===== config.mk =====
export PLATFORM = sky130hd
export DESIGN_NAME = pc_fetch_gen
export DESIGN_NICKNAME = d
export VERILOG_FILES = /design/src/rtl/pc_fetch_gen_pkg.sv /design/src/rtl/pc_fetch_gen_pc_target.sv /design/src/rtl/pc_fetch_gen.sv
export SDC_FILE = /design/constraint.sdc
export NUM_CORES = 1
export LEC_CHECK = 0
export BUFFER_PORTS_ARGS = -buffer_cell sky130_fd_sc_hd__buf_2
export CORE_MARGIN = 5
export CORE_UTILIZATION = 40
export CTS_CLUSTER_DIAMETER = 120
export DETAILED_ROUTE_END_ITERATION = 10
export HOLD_SLACK_MARGIN = 0.1
export PLACE_DENSITY = 0.68
export SLEW_MARGIN = 20
export SYNTH_ARGS = -nofsm -noshare
export SYNTH_HDL_FRONTEND = slang
export SYNTH_SLANG_ARGS = --single-unit

===== constraint.sdc =====
create_clock -name clk -period 4.8 [get_ports clk]
set_input_delay 0.48 -clock clk [delete_from_list [all_inputs] [get_ports clk]]
set_output_delay 0.48 -clock clk [all_outputs]
set_load 0.05 [all_outputs]

===== src/rtl/pc_fetch_gen_pkg.sv =====
// Shared select encodings and fetch FSM states for the next-PC / fetch path.
package pc_fetch_gen_pkg;
  localparam logic A_4   = 1'b0;
  localparam logic A_IMM = 1'b1;
  localparam logic B_PC  = 1'b0;
  localparam logic B_RS1 = 1'b1;

  typedef enum logic [2:0] {
    ST_IDLE,
    ST_REQ,
    ST_WAIT,
    ST_HOLD,
    ST_HALT
  } fetch_state_e;
endpackage


===== src/rtl/pc_fetch_gen_pc_target.sv =====
// Redirect target: (imm|4) + (rs1|ex_pc), JALR bit-0 clear, misalign detect.
module pc_target
  import pc_fetch_gen_pkg::*;
#(
  parameter int XLEN = 64
) (
  input  logic            a_sel_i,
  input  logic            b_sel_i,
  input  logic [XLEN-1:0] ex_pc_i,
  input  logic [XLEN-1:0] imm_i,
  input  logic [XLEN-1:0] rs1_i,
  output logic [XLEN-1:0] target_o,
  output logic            misalign_o
);
  logic [XLEN-1:0] addend, base;

  always_comb begin
    addend   = (a_sel_i == A_IMM) ? imm_i : XLEN'(4);
    base     = (b_sel_i == B_RS1) ? rs1_i : ex_pc_i;
    target_o = addend + base;
    if (b_sel_i == B_RS1) target_o[0] = 1'b0;
    misalign_o = |target_o[1:0];
  end
endmodule


===== src/rtl/pc_fetch_gen.sv =====
// Fetch PC register, single-outstanding fetch FSM and one-entry decode buffer.
module pc_fetch_gen
  import pc_fetch_gen_pkg::*;
#(
  parameter int              XLEN     = 64,
  parameter logic [XLEN-1:0] RESET_PC = 64'h8000_0000
) (
  input  logic            clk,
  input  logic            rst,
  input  logic            PCAsrc,
  input  logic            PCBsrc,
  input  logic            redirect_valid,
  input  logic [XLEN-1:0] ex_pc,
  input  logic [XLEN-1:0] imm,
  input  logic [XLEN-1:0] rs1,
  input  logic            stall,
  output logic            if_req_valid,
  output logic [XLEN-1:0] if_req_addr,
  input  logic            if_req_ready,
  input  logic            if_rsp_valid,
  input  logic [31:0]     if_rsp_inst,
  output logic            id_valid,
  output logic [31:0]     id_inst,
  output logic [XLEN-1:0] id_pc,
  output logic            misalign
);
  fetch_state_e    state_q, state_d;
  logic [XLEN-1:0] pc_q, pc_d, id_pc_q, id_pc_d;
  logic [31:0]     id_inst_q, id_inst_d;
  logic            kill_q, kill_d, id_valid_q, id_valid_d, mis_q, mis_d;
  logic [XLEN-1:0] tgt;
  logic            tgt_mis, redir;

  pc_target #(.XLEN(XLEN)) u_tgt (
    .a_sel_i(PCAsrc), .b_sel_i(PCBsrc), .ex_pc_i(ex_pc), .imm_i(imm),
    .rs1_i(rs1), .target_o(tgt), .misalign_o(tgt_mis)
  );

  assign redir = redirect_valid && (state_q != ST_HALT);

  always_comb begin
    state_d    = state_q;
    pc_d       = pc_q;
    kill_d     = kill_q;
    id_valid_d = id_valid_q;
    id_inst_d  = id_inst_q;
    id_pc_d    = id_pc_q;
    mis_d      = mis_q;
    if (id_valid_q && !stall) id_valid_d = 1'b0;
    case (state_q)
      ST_IDLE: state_d = ST_REQ;
      ST_REQ:  if (if_req_ready) state_d = ST_WAIT;
      ST_WAIT: begin
        if (if_rsp_valid) begin
          state_d = ST_REQ;
          if (kill_q) begin
            kill_d = 1'b0;
          end else begin
            id_valid_d = 1'b1;
            id_inst_d  = if_rsp_inst;
            id_pc_d    = pc_q;
            pc_d       = pc_q + XLEN'(4);
            if (id_valid_q && stall) state_d = ST_HOLD;
          end
        end
      end
      ST_HOLD: if (!stall) state_d = ST_REQ;
      ST_HALT: state_d = ST_HALT;
      default: state_d = ST_IDLE;
    endcase
    // Redirect overrides stall and any same-cycle response; the buffer is flushed.
    if (redir) begin
      pc_d       = tgt;
      id_valid_d = 1'b0;
      id_inst_d  = id_inst_q;
      id_pc_d    = id_pc_q;
      state_d    = ST_REQ;
      if (state_q == ST_REQ && if_req_ready) begin
        kill_d  = 1'b1;
        state_d = ST_WAIT;
      end else if (state_q == ST_WAIT && !if_rsp_valid) begin
        kill_d  = 1'b1;
        state_d = ST_WAIT;
      end else if (state_q == ST_WAIT) begin
        kill_d = 1'b0;
      end
      if (tgt_mis) begin
        mis_d   = 1'b1;
        kill_d  = 1'b0;
        state_d = ST_HALT;
      end
    end
  end

  always_ff @(posedge clk or posedge rst) begin
    if (rst) begin
      state_q    <= ST_IDLE;
      pc_q       <= RESET_PC;
      kill_q     <= 1'b0;
      id_valid_q <= 1'b0;
      id_inst_q  <= '0;
      id_pc_q    <= '0;
      mis_q      <= 1'b0;
    end else begin
      state_q    <= state_d;
      pc_q       <= pc_d;
      kill_q     <= kill_d;
      id_valid_q <= id_valid_d;
      id_inst_q  <= id_inst_d;
      id_pc_q    <= id_pc_d;
      mis_q      <= mis_d;
    end
  end

  assign if_req_valid = (state_q == ST_REQ);
  assign if_req_addr  = pc_q;
  assign id_valid     = id_valid_q;
  assign id_inst      = id_inst_q;
  assign id_pc        = id_pc_q;
  assign misalign     = mis_q;
endmodule


======== Yosys cells after proc, flatten, opt, wreduce, memory -nomap -nowiden ========
Index checks and enable logic that the tools add are counted.
Widths: inputs -> output; s select.
cells by class
  $add $sub $neg .......................... 2
  equality and inequality tests ........... 9
  mux-type cells .......................... 29
  bitwise logic cells ..................... 2
  reduce and logical (&&, ||, !) cells .... 15
operators by type and width
  kind                   count
  $mux 64                6
  $add 64x3->64 const B  1
  $add 64x64->64         1
  $mux 3                 5
  $pmux 3 s5             1
  $mux 1                 13
  $ne 3x3->1 const B     3
  $mux 2                 4
  $eq 3x2->1 const B     2
  $reduce_and 3->1       2
  $logic_and 1x1->1      5
  $reduce_and 4->1       1
  $reduce_bool 2->1      2
  $eq 3x1->1 const B     1
  $eq 3x3->1 const B     1
  $logic_not 3->1        1
  $ne 3x1->1 const B     1
  $logic_not 1->1        2
  $ne 2x1->1 const B     1
  $not 1->1              2
  $reduce_and 2->1       1
  $reduce_or 2->1        1
word-level totals
  flip-flop bits (word level) ............. 166

======== Logic depth before layout (Yosys ltp) ========
Gate-level depths: netlist (run 1).
  depth in word-level cells ............... 7
  mapped depth ............................ 16
  depth with buffers taken out ............ 14

======== Modules after synthesis ========
From an unflattened synthesis (run 1), not the netlist that was laid out.
unflattened totals
  cells, all modules ...................... 1398
  area, all modules ....................... 12614.6 um^2
modules (own cells, without submodules)
  module        times used  cells an instance  area each (um^2)  sequential area each (um^2)
  pc_fetch_gen  1           681                7587.3            4155.2
  pc_target     1           717                5027.3            0.0

======== Worst setup path after synthesis (run 1) ========
OpenSTA, ideal clock, no wires.
  path kind ............................... input port to flip-flop
  start ................................... input PCBsrc
  end ..................................... register pc_q[62] (netlist: if_req_addr[62])
  data arrival time ....................... 4.169 ns
  required time ........................... 4.674 ns
  setup slack ............................. 0.505 ns
  stages on the path ...................... 15
  path buffers ............................ 3
  path through ............................ clkbuf_1 > clkbuf_1 > mux2_2 > ha_1 > buf_2 > nand4_1 > or3_1 > a211oi_2 > o21ai_1 > a22o_1 > o31ai_4 > a21boi_2 > o41ai_2 > a31oi_1 > o311a_1
on the way
  word-level cells in the longest chain between the ends .. 3
RTL lines
  element               RTL line                      source
  from (decl)           pc_fetch_gen.sv:11            input logic PCBsrc,
  $mux 64               pc_fetch_gen_pc_target.sv:19  base = (b_sel_i == B_RS1) ? rs1_i : ex_pc_i;
  $add 64x64->64        pc_fetch_gen_pc_target.sv:20  target_o = addend + base;
  $mux 64               pc_fetch_gen.sv:72            if (redir) begin
  to (signal assigned)  pc_fetch_gen.sv:106           pc_q <= pc_d;
  to (decl)             pc_fetch_gen.sv:28            logic [XLEN-1:0] pc_q, pc_d, id_pc_q, id_pc_d;
Every way passes these cells.
A chain may end at the register's enable or synchronous reset.

======== Worst setup path in the final report (run 1) ========
  start ................................... input PCBsrc
  end ..................................... register pc_q[63] (netlist: if_req_addr[63])
Same word-level chain as after synthesis.

==> results of run 1 <==
==> routing by layer <==
metal	vias to the layer above	routed length, microns	global-route usage	part of all wire
met5	-	0	0	0
met1	5305	17000	0.299	0.43
met4	0	659	0.0597	0.017
met3	45	2850	0.0378	0.072
met2	391	18900	0.382	0.48
li1	5481	-	-	-
==> through the flow <==
step	total power [uW]	setup WS, ps	util
final	8720	487	0.509
after global routing	9180	280	0.509
after CTS	8770	570	0.508
after detailed placement	7350	173	0.489
after global placement	7280	215	0.489
after floorplan	6000	505	-
==> power by group <==
part	total (uW)	internal, uW	switching, uW
logic	4670	1330	3340
registers	2650	2000	648
clock network	1410	789	617
total	8720	4120	4610
==> critical path, delay by kind of cell <==
kind	cells	cell delay (ps)
compound gates	4	1230
fa+ha+maj	1	370
buf+inv	3	860
mux	1	360
simple gates	6	1340
==> layout make-up <==
class	instances	area, sq um	share of cell area
well taps	390	488	0.0321
inverters	27	105	0.00692
clock buffers	19	443	0.0292
repair buffers	420	2220	0.146
multi-input cells	1068	7620	0.502
flip-flops and latches	166	4160	0.274
clock inverters	13	145	0.00956
==> cells by family after synthesis <==
logic type | after synthesis | share of synthesized area
AO/OA/AOI/OAI | 304 | 0.153
adder cells (fa/ha/maj) | 65 | 0.0678
flip-flops | 166 | 0.343
AND/OR/NAND/NOR | 429 | 0.179
XOR/XNOR | 109 | 0.0788
buffers and inverters | 90 | 0.0291
multiplexers | 161 | 0.150
==> Yosys cell counts, drive strengths merged (9+ instances only) <==
| master | count | area share |
|---|---|---|
| xor2 | 41 | 0.030 |
| a31oi | 10 | 0.0052 |
| nand3 | 36 | 0.015 |
| nor2 | 66 | 0.020 |
| nand4 | 30 | 0.015 |
| dfrtp | 165 | 0.34 |
| and3 | 16 | 0.0084 |
| nand2b | 13 | 0.0067 |
| clkbuf | 53 | 0.017 |
| a21oi | 98 | 0.041 |
| o31ai | 9 | 0.0067 |
| ha | 64 | 0.066 |
| o21bai | 10 | 0.0062 |
| nand2 | 136 | 0.043 |
| buf | 10 | 0.0042 |
| inv | 27 | 0.0084 |
| and2 | 66 | 0.034 |
| xnor2 | 68 | 0.049 |
| nor3 | 25 | 0.011 |
| o21ai | 97 | 0.040 |
| a21o | 35 | 0.022 |
| mux2 | 159 | 0.15 |
==> registers in the layout (all words and copies together), names as in the netlist, named ones only <==
| register | count |
|---|---|
| id_valid | 1 |
| id_pc | 64 |
| id_inst | 32 |
| misalign | 1 |
| state_q | 3 |
| if_req_addr | 64 |
==> path summary, 6_finish.rpt <==
check,start,endpoint,cells after the start
min in group asynchronous,rst,id_inst[14],3
max in group asynchronous,rst,if_req_addr[40],4
hold / removal,if_rsp_inst[29],id_inst[29],2
setup reg to reg,state_q[0],if_req_addr[47],10
hold reg to reg,misalign,misalign,1
setup / recovery,PCBsrc,if_req_addr[63],15
==> results.ini, run 1 <==
[placement]
hpwl_microns = 31500
place_area_sq_um = 14600
gp_congestion = 0.930
dp.cells = 2069
port_buffers = 394

[layout]
fin_area_sq_um = 15200
final_nets = 1997
area_growth_pct = 25.4
post_layout_nonfiller_instances = 2103
final_cell_mix = buf_2 (394), dfrtp_1 (165), mux2_2 (159)
final_common_cell = buf_2
antenna_cells = 0
fillers = 2892
drive_above_1_share = 0.371

[yosys]
synthCells = 1324
syn_nets = 1621
ys_seq_area_frac = 0.343
synth_edf_count = 0
async_flop_share = 1.00
syn_area_per_cell_sq_um = 9.15
synth-seq-cells = 166
ys_warn_count = 0
ys.flop_type = dfrtp_1
netlist_area_sq_um = 12100
synth_cell_type_count = 72

[sta]
relSlewSlack = 0.523
worstMarginPinSlew_ps = 710
slew_violations = 0
final_hold_viol_count = 0
clock.fmax_mhz = 232
fin_skew_ps = 15.9
final.min_clock_period_ps = 4310
period_share = 0.899
rsz0062_at_grt = no
setup_viol = 0
holdWs_ps = 278
finalSetupTns_ps = 0

[route]
first_pass_iters = 6
vias = 11200
drt_iter0_markers = 599
drt-total-wl_microns = 39400
drtAntennaViolNets = 0
drc = 0
routedWlPerCell_microns = 18.7
viasPerCell = 5.34

[cts]
insertion_delay_ps = 440
cts_max_level = 4
post_cts_buffers = 0
cts_root_buffer = clkbuf_16
numCtsBuffers = 17
clk_path_buf_depth = 2
path_clk_slew_ps = 70
cts_resized = 0
cts_hold_buf = 0
cts_sinks = 166
cts_tree = built

[worst_setup_path]
worstPathRequired_ps = 5140
crit_slowest_cell = o21ai_0
crit_fanout = 12
arrival_ps = 4650
worstSetupStartpointType = input pin
critPathCaptureType = register
path_class = in -> reg
crit_path_frequent_cell = nor3_1
crit_chain = buf_2 > buf_4 > mux2_2 > ha_1 > nand4_1 > nor3_1 > nor3_1 > a21oi_1 > o31ai_1 > buf_4 > o21ai_0 > nand3_1 > a211o_1 > and3_1 > nor3_1
r2r_slack_ps = 1300
cp_slowest_stage_delay_ps = 550

[die]
die_x_microns = 184
core_sq_um = 29800
die_h_microns = 184
row_count = 63
pin_count = 395
dieArea_sq_um = 33900
start_util = 0.406

[global_route]
grt.total_usage = 0.225
antenna_found_initial = 0
grt_pass1_wl_microns = 60900
grt_max_degree = 84
overflow = 0
grt_pass1_vias = 11200

[status]
run_status = completed

[pwr]
irDropWorstVdd_mv = 0.330
leakage_uw = 0.00751
power.density_nw_per_um2 = 575

[flow_run]
drv_cap = 0

[hold_path]
hold_path.class = in -> reg

(Power assumes the default switching activity.)
==> inputs of run 2 (changes only) <==
Settings changed: PLACE_DENSITY 0.68 to 0.65.
Clock period 4.8 ns to 5.25 ns, I/O delays scaled along.
==> results.ini, run 2 (synthesis results as in run 1) <==
[status]
run_status = completed

[layout]
regArea_sq_um = 4160  ; unchanged
antenna_cells = 0  ; unchanged
fin_util = 0.506  ; -0.00361
fin_area_sq_um = 15100  ; -0.71%
fillers = 2836  ; -1.9%
final_nets = 1990  ; -0.35%
area_growth_pct = 24.5
final_common_cell = buf_2
final_cell_mix = buf_2 (394), dfrtp_1 (165), mux2_2 (159)
drive_above_1_share = 0.369  ; -0.00141
multi_input_area_sq_um = 7620  ; unchanged

[sta]
worstMarginPinSlew_ps = 942  ; +232 ps
period_share = 0.841
finalSetupTns_ps = 0  ; unchanged
fin_skew_ps = 21.1  ; +5.24 ps
final.min_clock_period_ps = 4420
setup_viol = 0  ; unchanged
relSlewSlack = 0.371  ; -0.153
slew_violations = 0  ; unchanged
clock.fmax_mhz = 226
rsz0062_at_grt = no
final_hold_viol_count = 0  ; unchanged

[route]
viasPerCell = 5.39  ; +1.0%
drt-total-wl_microns = 39000  ; -0.96%
drc = 0  ; unchanged
vias = 11300  ; +0.70%
first_pass_iters = 5  ; -1
drt_iter0_markers = 667  ; +11%
drtAntennaViolNets = 0  ; unchanged
routedWlPerCell_microns = 18.6  ; -0.63%

[placement]
hpwl_microns = 31200  ; -0.87%
gp_congestion = 0.891  ; -4.2%
place_area_sq_um = 14500  ; -0.51%
port_buffers = 394  ; unchanged

[die]
start_util = 0.406  ; unchanged
die_h_microns = 184  ; unchanged
dieArea_sq_um = 33900  ; unchanged
pin_count = 395  ; unchanged
row_count = 63  ; unchanged
die_x_microns = 184  ; unchanged
core_sq_um = 29800  ; unchanged

[global_route]
grt.total_usage = 0.222  ; -0.00338
grt_pass1_vias = 11200  ; -0.018%
antenna_found_initial = 1  ; +1
overflow = 0  ; unchanged
grt_pass1_wl_microns = 60400  ; -0.74%
grt_max_degree = 84  ; unchanged

[worst_setup_path]
critPathCaptureType = register
crit_fanout = 18  ; +6
arrival_ps = 4750  ; +100 ps
worstSetupStartpointType = input pin
path_class = in -> reg
r2r_cells = 10  ; unchanged
worstPathRequired_ps = 5580  ; +440 ps

[cts]
cts_resized = 0  ; unchanged
insertion_delay_ps = 430  ; about the same
cts_tree = built
cts_max_level = 4  ; unchanged
path_clk_slew_ps = 70  ; about the same
clk_path_buf_depth = 2  ; unchanged
cts_sinks = 166  ; unchanged
numCtsBuffers = 17  ; unchanged
post_cts_buffers = 0  ; unchanged
cts_hold_buf = 0  ; unchanged
cts_root_buffer = clkbuf_16

[pwr]
power.density_nw_per_um2 = 528  ; -8.2%
leakage_uw = 0.00747  ; -0.54%
irDropWorstVdd_mv = 0.336  ; +1.7%
fin_total_pwr_uw = 7950  ; -8.8%

[flow_run]
drv_cap = 0  ; unchanged

[hold_path]
hold_path.class = in -> async

## run 2: changes by cell type in the layout (fill, tap and decap cells not counted), sizes merged
cell         previous run  this run
clkbuf                 19        18
dlygate4sd3             1         0
clkinvlp                3         0
buf                   419       413
inv                    31        37
bufinv                  2         0
## run 2: per-layer routing
metal  global-route usage  wire length, microns  part of all wire  up-vias
met1                0.298                 17200              0.44     5405
met5                    0                    13           0.00033        -
met3               0.0342                  2490             0.064       44
met2                0.375                 18600              0.48      373
li1                     -                     -                 -     5476
met4               0.0568                   751             0.019        2
## run 2: final timing paths
path                                start               to  slack [ps]
setup / recovery                   PCBsrc  if_req_addr[63]         830
hold / removal                        rst        id_pc[61]         250
setup reg to reg               state_q[0]  if_req_addr[43]        1770
hold reg to reg                  misalign         misalign         470
max in group asynchronous             rst        id_pc[18]        3910
min in group clk           if_rsp_inst[4]       id_inst[4]         320
## run 2: stage by stage
| step | hold WS [ps] | setup WS, ps | std cells |
|---|---|---|---|
| 6_report | 245 | 833 | 2096 |
| 5_1_grt | 306 | 649 | 2096 |
| 4_1_cts | 264 | 887 | 2096 |
| 3_5_place_dp | 452 | 475 | 2064 |
| 3_3_place_gp | 436 | 528 | 2064 |
| 2_1_floorplan | 531 | 237 | 1324 |
## run 2: cell type report
class / instances / area share
clock buffers: 18 / 0.0291
clock inverters: 14 / 0.00963
inverters: 27 / 0.00706
multi-input cells: 1068 / 0.506
flip-flops and latches: 166 / 0.276
well taps: 390 / 0.0324
repair buffers: 413 / 0.140
## run 2: critical path: stages
cell and delay, ps:
buf_2 460, buf_4 310, mux2_2 360, ha_1 440
nand2_1 130, o21ai_0 280, nor3_1 100, a21oi_1 170
o31ai_1 90, buf_4 160, o21ai_0 560, nand3_1 370
a211o_1 430, and3_1 190, nor3_1 150
## run 2: report_power, final
part / internal (uW) / total [uW] / switching (uW)
Clock: 652 / 1280 / 626
Sequential: 1830 / 2420 / 591
Combinational: 1210 / 4260 / 3050
==> inputs of run 3 (changes only) <==
Settings changed: ABC_AREA set to 1, PLACE_DENSITY 0.65 to not set.
Clock period 5.25 ns to 4.5 ns, I/O delays scaled along.
==> results.ini, run 3 <==
[worst_setup_path]
crit_fanout = 42  ; +24
arrival_ps = 3600  ; -1150 ps
path_class = in -> reg
r2r_end = if_req_addr[6]
r2r_cells = 8  ; -2
rr_startpoint = state_q[0]
r2r_slack_ps = 1550  ; -220 ps
worstPathRequired_ps = 4840  ; -740 ps
worstSetupStartpointType = input pin
critPathCaptureType = register

[global_route]
grt.total_usage = 0.289  ; +0.0672
overflow = 0  ; unchanged
grt_max_degree = 167  ; +99%
antenna_found_initial = 2  ; +1
grt_pass1_wl_microns = 99100  ; +64%
grt_pass1_vias = 17300  ; +55%

[hold_path]
hold_path.class = in -> reg
holdPathEnd = id_inst[5]
min_path_cells = 3
worstHoldStart = if_rsp_inst[5]

[yosys]
ys_warn_count = 0  ; unchanged
synth_commonest_cells = nand2_1 (1193), inv_1 (451), nor2_1 (193)
synthTopCellsByArea = nand2_1 (29%), dfrtp_1 (26%), inv_1 (11%), ha_1 (5.1%), nor2_1 (4.6%)
synth_edf_count = 0  ; unchanged
synth_cell_type_count = 44  ; -39%
async_flop_share = 1.00  ; unchanged
synth_top_area_frac = 0.287  ; -0.0544
ys_seq_area_frac = 0.266  ; -0.0773
synthCells = 2727  ; +110%
netlist_area_sq_um = 15600  ; +29%
yosys.cell_count.top_type = nand2_1
syn_area_per_cell_sq_um = 5.73  ; -37%
synth-seq-cells = 166  ; unchanged
syn_nets = 3024  ; +87%
yosys.area.top_type = nand2_1
ys.flop_type = dfrtp_1

[die]
start_util = 0.404  ; -0.00204
die_h_microns = 208  ; +13%
core_sq_um = 38600  ; +30%
row_count = 72  ; +14%
dieArea_sq_um = 43100  ; +27%
die_x_microns = 208  ; +13%
pin_count = 395  ; unchanged

[placement]
hpwl_microns = 53800  ; +72%
gp_congestion = 1.00  ; +13%
port_buffers = 394  ; unchanged

[layout]
drive_above_1_share = 0.156  ; -0.214
final_common_cell = nand2_1
area_growth_pct = 19.2
fin_util = 0.482  ; -0.0239
final_cell_mix = nand2_1 (1193), inv_1 (449), buf_2 (394)
antenna_cells = 0  ; unchanged
final_nets = 3380  ; +70%
fillers = 4302  ; +52%

[status]
run_status = completed

[cts]
insertion_delay_ps = 460  ; +30 ps
numCtsBuffers = 17  ; unchanged
path_clk_slew_ps = 60  ; about the same
clk_path_buf_depth = 2  ; unchanged
cts_sinks = 166  ; unchanged
cts_hold_buf = 0  ; unchanged
cts_tree = built
cts_max_level = 4  ; unchanged
post_cts_buffers = 0  ; unchanged
cts_resized = 0  ; unchanged
cts_root_buffer = clkbuf_16

[sta]
clock.fmax_mhz = 307
fin_skew_ps = 16.3  ; -4.77 ps
finalSetupTns_ps = 0  ; unchanged
worstMarginPinSlew_ps = 1020  ; +81.3 ps
final.min_clock_period_ps = 3250
relSlewSlack = 0.318  ; -0.0527
rsz0062_at_grt = no
period_share = 0.723
slew_violations = 0  ; unchanged
setup_viol = 0  ; unchanged
final_hold_viol_count = 0  ; unchanged

[route]
first_pass_iters = 8  ; +3
viasPerCell = 5.06  ; -6.1%
routedWlPerCell_microns = 17.9  ; -3.7%
drt_iter0_markers = 1618  ; +140%
drc = 0  ; unchanged
vias = 18300  ; +62%
drtAntennaViolNets = 0  ; unchanged
drt-total-wl_microns = 64800  ; +66%

[pwr]
leakage_uw = 0.0111  ; +49%
power.density_nw_per_um2 = 590  ; +12%
fin_total_pwr_uw = 11000  ; +38%
irDropWorstVdd_mv = 0.372  ; +11%

[flow_run]
drv_cap = 0  ; unchanged

-- run 3: cell types whose count changed after synthesis, sizes merged, moves of 30 or more --
cell / previous run / this run
nand2: 136 / 1194
inv: 27 / 457
mux2: 159 / 0
nor2: 66 / 209
nand3: 36 / 146
xnor2: 68 / 3
and2: 66 / 6
buf: 10 / 48
a21o: 35 / 0
clkbuf: 53 / 21
nor3: 25 / 55
o21ai: 97 / 127
-- run 3: stage by stage --
step / hold WS (ps) / setup WS, ps / std cells / area, sq um
floorplan: 503 / 1750 / 2727 / 15600
global placement: 447 / 947 / 3582 / 18000
detailed placement: 454 / 906 / 3582 / 18000
CTS: 182 / 1380 / 3614 / 18600
global route: 191 / 1070 / 3614 / 18600
finish: 196 / 1250 / 3614 / 18600
-- run 3: kinds of logic after synthesis --
group                      after synthesis  synth area share
DFF                                    166             0.266
xor gates and xnor gates                35            0.0196
and+or+nand+nor                       1667             0.437
adders and majority gates               65            0.0525
AOI/OAI and AO/OA                      268            0.0917
buffers and inverters                  526             0.133
-- run 3: cell type report --
class / instances / area [sq um] / area share
multi-input combinational: 2035 / 9400 / 0.505
sequential: 166 / 4160 / 0.223
timing repair buffer: 406 / 2070 / 0.111
inverter: 457 / 1720 / 0.0924
tap: 518 / 648 / 0.0348
clock buffer: 18 / 439 / 0.0236
clock inverter: 14 / 188 / 0.0101
-- run 3: how the worst max path moves through the flow --
stage,end,cells after the start,start
after floorplan,if_req_addr[60],19,PCBsrc
final,if_req_addr[31],16,PCBsrc
after detailed placement,if_req_addr[39],17,PCBsrc
after CTS,if_req_addr[39],17,PCBsrc
after global placement,if_req_addr[39],17,PCBsrc
after global routing,if_req_addr[53],16,PCAsrc
-- run 3: worst max-delay path, stage by stage --
cell	delay (ps)
buf_2	110
inv_2	490
or2_2	220
o21ai_0	140
inv_1	110
ha_1	240
nand3_1	70
nand3_1	160
nand2_1	100
nand2_1	110
nand2_1	80
nand2_1	70
nand2_1	90
nand2_1	170
o21ai_0	770
nand3_1	160
-- run 3: routing by layer --
metal | track usage | share of wire
met2 | 0.471 | 0.45
met4 | 0.0904 | 0.031
met5 | 0 | 0.00011
met1 | 0.396 | 0.45
met3 | 0.0462 | 0.066
-- run 3: power by group --
part	switching, uW	internal, uW	leakage, uW
Combinational	4990	1460	0.00878
Sequential	777	2180	0.00205
Clock	685	905	0.000310
Total	6450	4540	0.0111
